==> src/rtl/rs232_pkg.sv <==
// Shared definitions for the RS-232 transmitter family.
//   - Parity selection constants.
//   - 3-bit transmitter FSM state encoding.
//   - Bit-counter width and a frame-length helper for receivers and benches.
package rs232_pkg;

  localparam int PAR_NONE = 0;
  localparam int PAR_ODD  = 1;
  localparam int PAR_EVEN = 2;

  // Wide enough for up to 8 data bits or 2 stop bits.
  localparam int BIT_W = 3;

  typedef enum logic [2:0] {
    S_IDLE  = 3'd0,
    S_START = 3'd1,
    S_DATA  = 3'd2,
    S_PAR   = 3'd3,
    S_STOP  = 3'd4
  } tx_state_t;

  // Clocks occupied by one complete frame on the line.
  function automatic int frame_clocks(input int data_w, input int clk_div,
                                      input int parity, input int stop_bits);
    return (1 + data_w + ((parity != PAR_NONE) ? 1 : 0) + stop_bits) * clk_div;
  endfunction

endpackage

==> src/rtl/rs232_tx_fifo_if.sv <==
// Host-side bus of rs232_tx_fifo.
//   i_data/i_wr_en : word to enqueue and its request (host -> transmitter)
//   o_full         : FIFO holds its maximum number of entries
//   o_busy         : frame in progress or words still queued
//   o_tx           : serial line, idles high
//   o_done         : one-cycle pulse in the last clock of the final stop bit
//   o_ovf          : one-cycle pulse for a write dropped because FIFO was full
interface rs232_tx_fifo_if #(
  parameter int DATA_W = 8
);
  logic [DATA_W-1:0] i_data;
  logic              i_wr_en;
  logic              o_full;
  logic              o_busy;
  logic              o_tx;
  logic              o_done;
  logic              o_ovf;

  modport master (output i_data, i_wr_en,
                  input  o_full, o_busy, o_tx, o_done, o_ovf);
  modport slave  (input  i_data, i_wr_en,
                  output o_full, o_busy, o_tx, o_done, o_ovf);
endinterface

==> src/rtl/tx_fifo.sv <==
// Synchronous FIFO buffering words ahead of the serialiser.
//   i_clk/i_rst_n : clock, asynchronous active-low reset
//   i_wr_en/i_wr_data : push request (ignored when full) and its data
//   i_rd_en       : pop request (ignored when empty)
//   o_rd_data     : head of the queue, valid whenever o_empty is low
//   o_full/o_empty/o_count : status derived from the registered entry count
module tx_fifo #(
  parameter int DEPTH = 4,
  parameter int WIDTH = 8
) (
  input  logic                       i_clk,
  input  logic                       i_rst_n,
  input  logic                       i_wr_en,
  input  logic [WIDTH-1:0]           i_wr_data,
  input  logic                       i_rd_en,
  output logic [WIDTH-1:0]           o_rd_data,
  output logic                       o_full,
  output logic                       o_empty,
  output logic [$clog2(DEPTH):0]     o_count
);
  localparam int PTR_W = $clog2(DEPTH);
  localparam int CNT_W = PTR_W + 1;

  logic [WIDTH-1:0] r_mem [DEPTH];
  logic [PTR_W-1:0] r_wr_ptr;
  logic [PTR_W-1:0] r_rd_ptr;
  logic [CNT_W-1:0] r_count;
  logic             w_push;
  logic             w_pop;

  // A full FIFO drops the write even when a pop happens in the same cycle.
  assign w_push    = i_wr_en & ~o_full;
  assign w_pop     = i_rd_en & ~o_empty;
  assign o_full    = (r_count == CNT_W'(DEPTH));
  assign o_empty   = (r_count == '0);
  assign o_count   = r_count;
  assign o_rd_data = r_mem[r_rd_ptr];

  // NOTE: storage is not reset; the count alone decides which entries are valid.
  always_ff @(posedge i_clk) begin
    if (w_push) r_mem[r_wr_ptr] <= i_wr_data;
  end

  // NOTE: sequential state uses non-blocking assignments so every register samples pre-edge values.
  always_ff @(posedge i_clk or negedge i_rst_n) begin
    if (!i_rst_n) begin
      r_wr_ptr <= '0;
      r_rd_ptr <= '0;
      r_count  <= '0;
    end else begin
      // Pointers wrap naturally because DEPTH is a power of two.
      if (w_push) r_wr_ptr <= r_wr_ptr + PTR_W'(1);
      if (w_pop)  r_rd_ptr <= r_rd_ptr + PTR_W'(1);
      case ({w_push, w_pop})
        2'b10:   r_count <= r_count + CNT_W'(1);
        2'b01:   r_count <= r_count - CNT_W'(1);
        default: r_count <= r_count;
      endcase
    end
  end

endmodule

==> src/rtl/rs232_tx_fifo.sv <==
// Buffered RS-232 transmitter: queues words in tx_fifo and sends them as
// start / DATA_W data bits (LSB first) / optional parity / stop bit(s),
// each bit held CLK_DIV clocks, with no idle gap between queued frames.
//   i_clk/i_rst_n : clock, asynchronous active-low reset
//   bus (slave)   : i_data, i_wr_en in; o_full, o_busy, o_tx, o_done, o_ovf out
module rs232_tx_fifo
  import rs232_pkg::*;
#(
  parameter int DATA_W     = 8,
  parameter int CLK_DIV    = 16,
  parameter int PARITY     = PAR_NONE,
  parameter int STOP_BITS  = 1,
  parameter int FIFO_DEPTH = 4
) (
  input  logic            i_clk,
  input  logic            i_rst_n,
  rs232_tx_fifo_if.slave  bus
);
  localparam int BAUD_W = $clog2(CLK_DIV);
  localparam int CNT_W  = $clog2(FIFO_DEPTH) + 1;
  localparam logic [BAUD_W-1:0] BAUD_LAST = BAUD_W'(CLK_DIV - 1);
  localparam logic [BAUD_W-1:0] BAUD_PRE  = BAUD_W'(CLK_DIV - 2);
  localparam logic [BIT_W-1:0]  DATA_LAST = BIT_W'(DATA_W - 1);
  localparam logic [BIT_W-1:0]  STOP_LAST = BIT_W'(STOP_BITS - 1);

  tx_state_t          r_state, w_state_next;
  logic [BAUD_W-1:0]  r_baud, w_baud_next;
  logic [BIT_W-1:0]   r_bit, w_bit_next;
  logic [DATA_W-1:0]  r_shift, w_shift_next;
  logic               r_par, w_par_next;
  logic               r_tx, w_tx_next;
  logic               r_done, w_done_next;
  logic               r_ovf;
  logic               r_busy;

  logic               w_rd_en;
  logic [DATA_W-1:0]  w_head;
  logic               w_head_par;
  logic               w_full;
  logic               w_empty;
  logic [CNT_W-1:0]   w_count;
  logic               w_bit_end;

  tx_fifo #(.DEPTH(FIFO_DEPTH), .WIDTH(DATA_W)) u_fifo (
    .i_clk     (i_clk),
    .i_rst_n   (i_rst_n),
    .i_wr_en   (bus.i_wr_en),
    .i_wr_data (bus.i_data),
    .i_rd_en   (w_rd_en),
    .o_rd_data (w_head),
    .o_full    (w_full),
    .o_empty   (w_empty),
    .o_count   (w_count)
  );

  // Parity is captured with the word so the frame is immune to later writes.
  assign w_head_par = (PARITY == PAR_ODD) ? ~^w_head : ^w_head;
  assign w_bit_end  = (r_baud == BAUD_LAST);

  // TX and DONE are computed one clock ahead and registered, so each bit
  // changes exactly on the edge where the FSM changes state.
  // NOTE: every always_comb output gets a default first so no path leaves it unassigned (no latches).
  always_comb begin
    w_state_next = r_state;
    w_baud_next  = w_bit_end ? '0 : r_baud + BAUD_W'(1);
    w_bit_next   = r_bit;
    w_shift_next = r_shift;
    w_par_next   = r_par;
    w_tx_next    = r_tx;
    w_rd_en      = 1'b0;
    // Last clock of the final stop bit follows this one.
    w_done_next  = (r_state == S_STOP) && (r_baud == BAUD_PRE) && (r_bit == STOP_LAST);

    case (r_state)
      S_IDLE: begin
        w_baud_next = '0;
        w_tx_next   = 1'b1;
        if (!w_empty) begin
          w_rd_en      = 1'b1;
          w_shift_next = w_head;
          w_par_next   = w_head_par;
          w_state_next = S_START;
          w_tx_next    = 1'b0;
        end
      end
      S_START: begin
        if (w_bit_end) begin
          w_state_next = S_DATA;
          w_tx_next    = r_shift[0];
          w_shift_next = r_shift >> 1;
          w_bit_next   = '0;
        end
      end
      S_DATA: begin
        if (w_bit_end) begin
          if (r_bit == DATA_LAST) begin
            w_bit_next = '0;
            if (PARITY != PAR_NONE) begin
              w_state_next = S_PAR;
              w_tx_next    = r_par;
            end else begin
              w_state_next = S_STOP;
              w_tx_next    = 1'b1;
            end
          end else begin
            w_bit_next   = r_bit + BIT_W'(1);
            w_tx_next    = r_shift[0];
            w_shift_next = r_shift >> 1;
          end
        end
      end
      S_PAR: begin
        if (w_bit_end) begin
          w_state_next = S_STOP;
          w_tx_next    = 1'b1;
          w_bit_next   = '0;
        end
      end
      S_STOP: begin
        if (w_bit_end) begin
          if (r_bit == STOP_LAST) begin
            // Chain straight into the next start bit when words are queued.
            if (!w_empty) begin
              w_rd_en      = 1'b1;
              w_shift_next = w_head;
              w_par_next   = w_head_par;
              w_state_next = S_START;
              w_tx_next    = 1'b0;
            end else begin
              w_state_next = S_IDLE;
              w_tx_next    = 1'b1;
            end
          end else begin
            w_bit_next = r_bit + BIT_W'(1);
          end
        end
      end
      default: begin
        w_state_next = S_IDLE;
        w_tx_next    = 1'b1;
      end
    endcase
  end

  always_ff @(posedge i_clk or negedge i_rst_n) begin
    if (!i_rst_n) begin
      r_state <= S_IDLE;
      r_baud  <= '0;
      r_bit   <= '0;
      r_shift <= '0;
      r_par   <= 1'b0;
      r_tx    <= 1'b1;  // line returns to idle the instant reset asserts
      r_done  <= 1'b0;
      r_ovf   <= 1'b0;
      r_busy  <= 1'b0;
    end else begin
      r_state <= w_state_next;
      r_baud  <= w_baud_next;
      r_bit   <= w_bit_next;
      r_shift <= w_shift_next;
      r_par   <= w_par_next;
      r_tx    <= w_tx_next;
      r_done  <= w_done_next;
      r_ovf   <= bus.i_wr_en & w_full;
      r_busy  <= (w_state_next != S_IDLE) | (w_count != '0);
    end
  end

  assign bus.o_full = w_full;
  assign bus.o_busy = r_busy;
  assign bus.o_tx   = r_tx;
  assign bus.o_done = r_done;
  assign bus.o_ovf  = r_ovf;

endmodule

==> src/flat_wrapper.sv <==
// flat-port wrapper written by rule: the top's interface ports become plain ports
module rs232_tx_fifo_flat import rs232_pkg::*;
#(
  parameter int DATA_W     = 8,
  parameter int CLK_DIV    = 16,
  parameter int PARITY     = PAR_NONE,
  parameter int STOP_BITS  = 1,
  parameter int FIFO_DEPTH = 4
)
  (i_clk, i_rst_n, bus_i_data, bus_i_wr_en, bus_o_full, bus_o_busy, bus_o_tx, bus_o_done, bus_o_ovf);
  rs232_tx_fifo_if #(.DATA_W(DATA_W)) bus_i ();
  input  logic i_clk;
  input  logic i_rst_n;
  input wire logic [$bits(bus_i.i_data)-1:0] bus_i_data;
  input wire logic [$bits(bus_i.i_wr_en)-1:0] bus_i_wr_en;
  output wire logic [$bits(bus_i.o_full)-1:0] bus_o_full;
  output wire logic [$bits(bus_i.o_busy)-1:0] bus_o_busy;
  output wire logic [$bits(bus_i.o_tx)-1:0] bus_o_tx;
  output wire logic [$bits(bus_i.o_done)-1:0] bus_o_done;
  output wire logic [$bits(bus_i.o_ovf)-1:0] bus_o_ovf;
  assign bus_i.i_data = bus_i_data;
  assign bus_i.i_wr_en = bus_i_wr_en;
  assign bus_o_full = bus_i.o_full;
  assign bus_o_busy = bus_i.o_busy;
  assign bus_o_tx = bus_i.o_tx;
  assign bus_o_done = bus_i.o_done;
  assign bus_o_ovf = bus_i.o_ovf;
  rs232_tx_fifo #(.DATA_W(DATA_W), .CLK_DIV(CLK_DIV), .PARITY(PARITY), .STOP_BITS(STOP_BITS), .FIFO_DEPTH(FIFO_DEPTH)) u_core (.i_clk(i_clk), .i_rst_n(i_rst_n), .bus(bus_i));
endmodule
==> config.mk <==
export PLATFORM = sky130hd
export DESIGN_NAME = rs232_tx_fifo_flat
export DESIGN_NICKNAME = d
export VERILOG_FILES = /design/src/rtl/rs232_pkg.sv /design/src/rtl/rs232_tx_fifo_if.sv /design/src/rtl/tx_fifo.sv /design/src/rtl/rs232_tx_fifo.sv /design/src/flat_wrapper.sv
export SDC_FILE = /design/constraint.sdc
export NUM_CORES = 1
export LEC_CHECK = 0
export BUFFER_PORTS_ARGS = -buffer_cell sky130_fd_sc_hd__buf_2
export CORE_MARGIN = 2
export CORE_UTILIZATION = 61
export DETAILED_ROUTE_END_ITERATION = 8
export HOLD_SLACK_MARGIN = 0.02
export PLACE_DENSITY_LB_ADDON = 0.12
export SETUP_SLACK_MARGIN = 0.5
export SYNTH_ARGS = -nofsm -noshare
export SYNTH_HDL_FRONTEND = slang
export SYNTH_HIERARCHICAL = 1
export SYNTH_SLANG_ARGS = --single-unit
==> constraint.sdc <==
create_clock -name i_clk -period 6.6 [get_ports i_clk]
set_input_delay 1.32 -clock i_clk [delete_from_list [all_inputs] [get_ports i_clk]]
set_output_delay 1.32 -clock i_clk [all_outputs]
set_load 0.1 [all_outputs]
# After elaboration in Yosys (flattened, before gate mapping)

Memory sizes are Yosys's and may differ from the RTL's.
Index checks and enable logic that the tools add are counted.

$add $sub $neg: 6
Equal/unequal tests: 18
Multiplexer cells: 39
Bitwise gates (word level): 6
Reduce and logical (&&, ||, !) cells: 14

Operators by type and width:

| kind                                                                   | number |
|---|---|
| 8-bit two-way mux                                                      | 6 |
| 3-bit two-way mux                                                      | 12 |
| 8-bit case mux with 4 select lines                                     | 1 |
| 3-bit case mux with 5 select lines                                     | 1 |
| 1-bit two-way mux                                                      | 13 |
| 2-bit by 1-bit != test with 1-bit output (second input constant)       | 5 |
| 5-bit AND reduction                                                    | 2 |
| 3-bit equality test (second input constant)                            | 3 |
| 3-bit logical NOT                                                      | 3 |
| 3-bit case mux with 3 select lines                                     | 1 |
| 3-bit nonzero test                                                     | 3 |
| 4-bit equality test (second input constant)                            | 2 |
| 4-bit two-way mux                                                      | 2 |
| 3-bit by 1-bit adder with 3-bit output (second input constant)         | 2 |
| 3-bit by 2-bit equality test with 1-bit output (second input constant) | 2 |
| 2-bit != test (second input constant)                                  | 3 |
| 3-bit case mux with 2 select lines                                     | 1 |
| 6-bit AND reduction                                                    | 1 |
| 1-bit case mux with 5 select lines                                     | 1 |
| 2-bit by 1-bit adder with 2-bit output (second input constant)         | 2 |
| 4-bit by 1-bit adder with 4-bit output (second input constant)         | 1 |
| 4-bit nonzero test                                                     | 1 |
| 1-bit bitwise AND                                                      | 3 |
| 3-bit by 1-bit equality test with 1-bit output (second input constant) | 1 |
| other kinds (9)                                                        | 11 |

Bits in registers: 29
Bits in writable memories: 32
Bits of input ports: 11
Output and inout bits: 5
Word-level logic and storage cells: 95
Memories: 1

Memory list:

| name                | depth | bits a word | read ports | clocked after memory_dff | wr ports | RTL line      | text |
|---|---|---|---|---|---|---|---|
| u_core.u_fifo.r_mem | 4     | 8           | 1          | 0                        | 1        | tx_fifo.sv:24 | `logic [WIDTH-1:0] r_mem [DEPTH];` |

# Longest topological paths before layout

Depth after elaboration: 8
Gate-level depth with buffers: 12
Gate-level depth less buffers: 12

# Hierarchy

Netlist, hierarchy kept.

By module, submodules not included:

| module        | instances | cells an instance | area an instance (um2) | sequential area each (um2) |
|---|---|---|---|---|
| tx_fifo       | 1         | 79                | 1,592.8                | 1,136.1 |
| rs232_tx_fifo | 1         | 104               | 1,179.9                | 551.8 |

# Worst setup path after synthesis

No wires, ideal clock.

Kind: register -> output
From: reg u_core.u_fifo.r_count[0], in the netlist u_core/u_fifo/o_count[0]
To: out bus_o_full
Arrival: 1,383 ps
Data required time: 5,280 ps
Path slack: 3,897 ps
Cell stages (with the launch flop): 2
Buffers on the path: 0
Cells stage by stage: dfrtp_1 -> nor3b_4

Cells in the longest elaborated chain, start to end: 1

RTL lines:

| what                   | RTL line           | text |
|---|---|---|
| start, declared        | tx_fifo.sv:27      | `logic [CNT_W-1:0] r_count;` |
| start signal, assigned | tx_fifo.sv:55      | `2'b10: r_count <= r_count + CNT_W'(1);` |
| start signal, assigned | tx_fifo.sv:56      | `2'b01: r_count <= r_count - CNT_W'(1);` |
| start signal, assigned | tx_fifo.sv:57      | `default: r_count <= r_count;` |
| 3-bit equality test    | tx_fifo.sv:34      | `assign o_full = (r_count == CNT_W'(DEPTH));` |
| end, declared          | flat_wrapper.sv:16 | `output wire logic [$bits(bus_i.o_full)-1:0] bus_o_full;` |

Every way passes these cells.

# Final worst setup path

Same ends and word-level chain as after synthesis.

==> impl_results.md <==
- TritonCTS clock tree: built
- Fin nets: 225
- Period minus WS final: 2.87 ns
- Gp weighted congestion: 0.748
- Final core occ: 71.8%
- Startpoint types: flip-flop
- Chip Width: 71.4 um
- Row Count: 24
- Run status: finished, final reports clean
- Cell area power density: 505 nW/um^2
- Combinational share of power: 35.0%
- CP endpoint kind: output pin
- Worst EP arrival: 1.55 ns
- Int Pwr: 0.00107 W
- Num CTS Buffers: 9
- Crit Reg-Reg Endpoint: u_core/u_fifo/o_count[2]
- Cts-stage hold buffer count: 0
- Top FF cell, synth: edfxtp_1
- Final setup fails: 0
- Worst-skew pair later-pin latency: 0.32 ns
- Ports: 16
- Layout area overhead: 12.8%
- Fillers: 290
- Max FO, Critical Path: 6
- Antenna Nets Post-Route: 0
- Post-Syn Area: 2770 um^2
- Post-synth EDFFs: 32
- Antenna Cells: 0
- WHS Path Cells: 1
- CTS clk-pin slew, worst paths: 0.06 ns
- Yosys top cell area share: 34.7%
- Critical path type: flip-flop to output pin
- FF-to-FF path depth: 12
- Maximum clock path buffer count: 2
- Post-Syn Nets: 205
- Layout cell share with drive strength beyond 1: 35.1%
- Sequential area share after synthesis: 60.9%
- Largest area contributor in the netlist: edfxtp_1
- Fmax: 348 MHz
- Core area: 4350 um^2
- Maximum vdd ir drop: 0.298 mV
- Htree depth: 3
- RSZ-0062 raised after global routing: no
- Starting density of the core: 63.7%
- Initial DRC count: 113
- CTS resizes: 0
- Hold_sp: u_core/r_baud[0]
- Vias per cell: 5.67
- Synth top area cells: edfxtp_1 35%, dfrtp_1 25%, mux2_2 7.3%
- Chip Height: 71.4 um
- Period utilization: 43.5%
- Post-route setup TNS: 0 ns
- Largest net degree at the start of global routing: 30
- Clock skew: 0.00572 ns
- R2r setup slk: 4.06 ns
- GRT overflow: 0
- Clock sink total: 61
- Switching power: 0.000509 W
- Clk network pwr share: 25.4%
- Max_cap viols: 0
- Ys Warns: 6
- Drt pass-1 iters: 4
- Final hold slack: 0.496 ns
- Die area: 5100 um^2
- Endpoint, Worst Hold: u_core/r_baud[0]
- #FFs+latches synth: 61
- Yosys cell types: 43
- R2R Path Start: u_core/r_bit[0]
- Slew Limit Fails: 0
- Vias in the first global route: 1578
- HP Class: flip-flop to flip-flop
- HPWL after detailed placement: 3.19 mm
- Async SR Flop Fraction: 47.5%
- Initial antenna violation count: 0
- Syn Area/Cell: 15.2 um^2
- Slew HR: 55.6%
- CTS Root Cell: clkbuf_8
- Tot GR Track Use: 20.2%
- Via Count: 1473
- Final hold vios: 0
- Sequential Power Share: 39.6%
- Commonest non-fill, non-tap cells in the layout: 32 x edfxtp_1, 28 x dfrtp_1, 18 x mux2_2
- DRC: 0
- Switch share: 32.2%
- First-pass GRT wire length: 7.69 mm
- Input/output buffers: 15
- Wirelength, routed: 4.50 mm
- WL per Instance: 17.3 um
- Syn Inst Count: 183
- Slew @ Worst Pin: 0.666 ns
- Pleak: 1.29 nW
- Most common cell after layout, fill and taps aside: edfxtp_1
- Crit path required time: 5.28 ns
- Post-CTS Setup Inserts: 0
[flip-flops by register name, summed over array words and instances (netlist names)]
register	count
u_core/bus.o_busy	1
u_core/bus.o_done	1
u_core/bus.o_ovf	1
u_core/bus.o_tx	1
u_core/r_baud	4
u_core/r_bit	3
u_core/r_shift	8
u_core/r_state	3
u_core/u_fifo/o_count	3
u_core/u_fifo/r_mem	32
u_core/u_fifo/r_rd_ptr	2
u_core/u_fifo/r_wr_ptr	2
[Yosys cell counts, drive strengths merged, types with 2 or more instances]
master,instances
and2,5
nand2,2
dfrtp,28
nand3,2
nor3,3
edfxtp,32
ha,10
xor2,4
mux4,8
a21oi,4
nor2,14
mux2,19
nor3b,2
buf,5
inv,12
a21boi,3
mux2i,2
nor2b,3
o21ai,4
xnor2,5
[critical path, stage by stage (launching register included)]
cell,delay [ns]
dfrtp_1,0.47
nor3b_4,0.29
buf_2,0.47
[cell type report]
class / instances / area (um^2) / share of cell area, %
clock buffers: 12 / 155 / 4.96
clock inverters: 4 / 95.1 / 3.04
inverters: 12 / 45.0 / 1.44
multi-input cells: 104 / 1000 / 32.1
flip-flops and latches: 61 / 1690 / 54.0
well taps: 52 / 65.1 / 2.08
repair buffers: 15 / 75.1 / 2.40
[power by group through the flow]
stage	logic (W)	clock network (W)	registers, W
floorplan	0.000465	0	0.000614
global placement	0.000524	0	0.000624
detailed placement	0.000555	0	0.000634
CTS	0.000561	0.000409	0.000626
global route	0.000607	0.000428	0.000640
finish	0.000554	0.000401	0.000625
[per-layer routing]
metal  global-route usage (%)  share of wire [%]
met5                        0                  0
met4                     5.87               0.76
met3                     6.05                4.1
met2                     32.1                 50
met1                     27.4                 45
[how the worst max path moves through the flow]
stage | start | slack [ns] | endpoint
finish | u_core/u_fifo/o_count[0] | 3.73 | bus_o_full
global route | u_core/u_fifo/o_count[0] | 3.67 | bus_o_full
CTS | u_core/u_fifo/o_count[0] | 3.70 | bus_o_full
detailed placement | bus_i_wr_en | 3.85 | u_core/u_fifo/o_count[2]
global placement | bus_i_wr_en | 3.92 | u_core/u_fifo/o_count[2]
floorplan | u_core/u_fifo/o_count[0] | 3.90 | bus_o_full
[cell families after synthesis]
kind of cell | Yosys count | share of synthesized area, %
AO/OA/AOI/OAI | 17 | 4.96
AND/OR/NAND/NOR | 38 | 8.12
multiplexers | 29 | 15.1
XOR/XNOR | 9 | 2.84
adder cells (fa/ha/maj) | 11 | 5.23
flip-flops | 61 | 60.9
buffers and inverters | 18 | 2.89
[per-stage QoR]
stage | area [um^2] | power (W) | worst slack [ns] | std cells
2_1_floorplan | 2770 | 0.00108 | 3.90 | 183
3_3_place_gp | 2880 | 0.00115 | 3.92 | 244
3_5_place_dp | 2880 | 0.00119 | 3.85 | 244
4_1_cts | 3130 | 0.00160 | 3.70 | 260
5_1_grt | 3130 | 0.00167 | 3.67 | 260
6_report | 3130 | 0.00158 | 3.73 | 260
No activity file was read; power rests on OpenSTA's default activity.
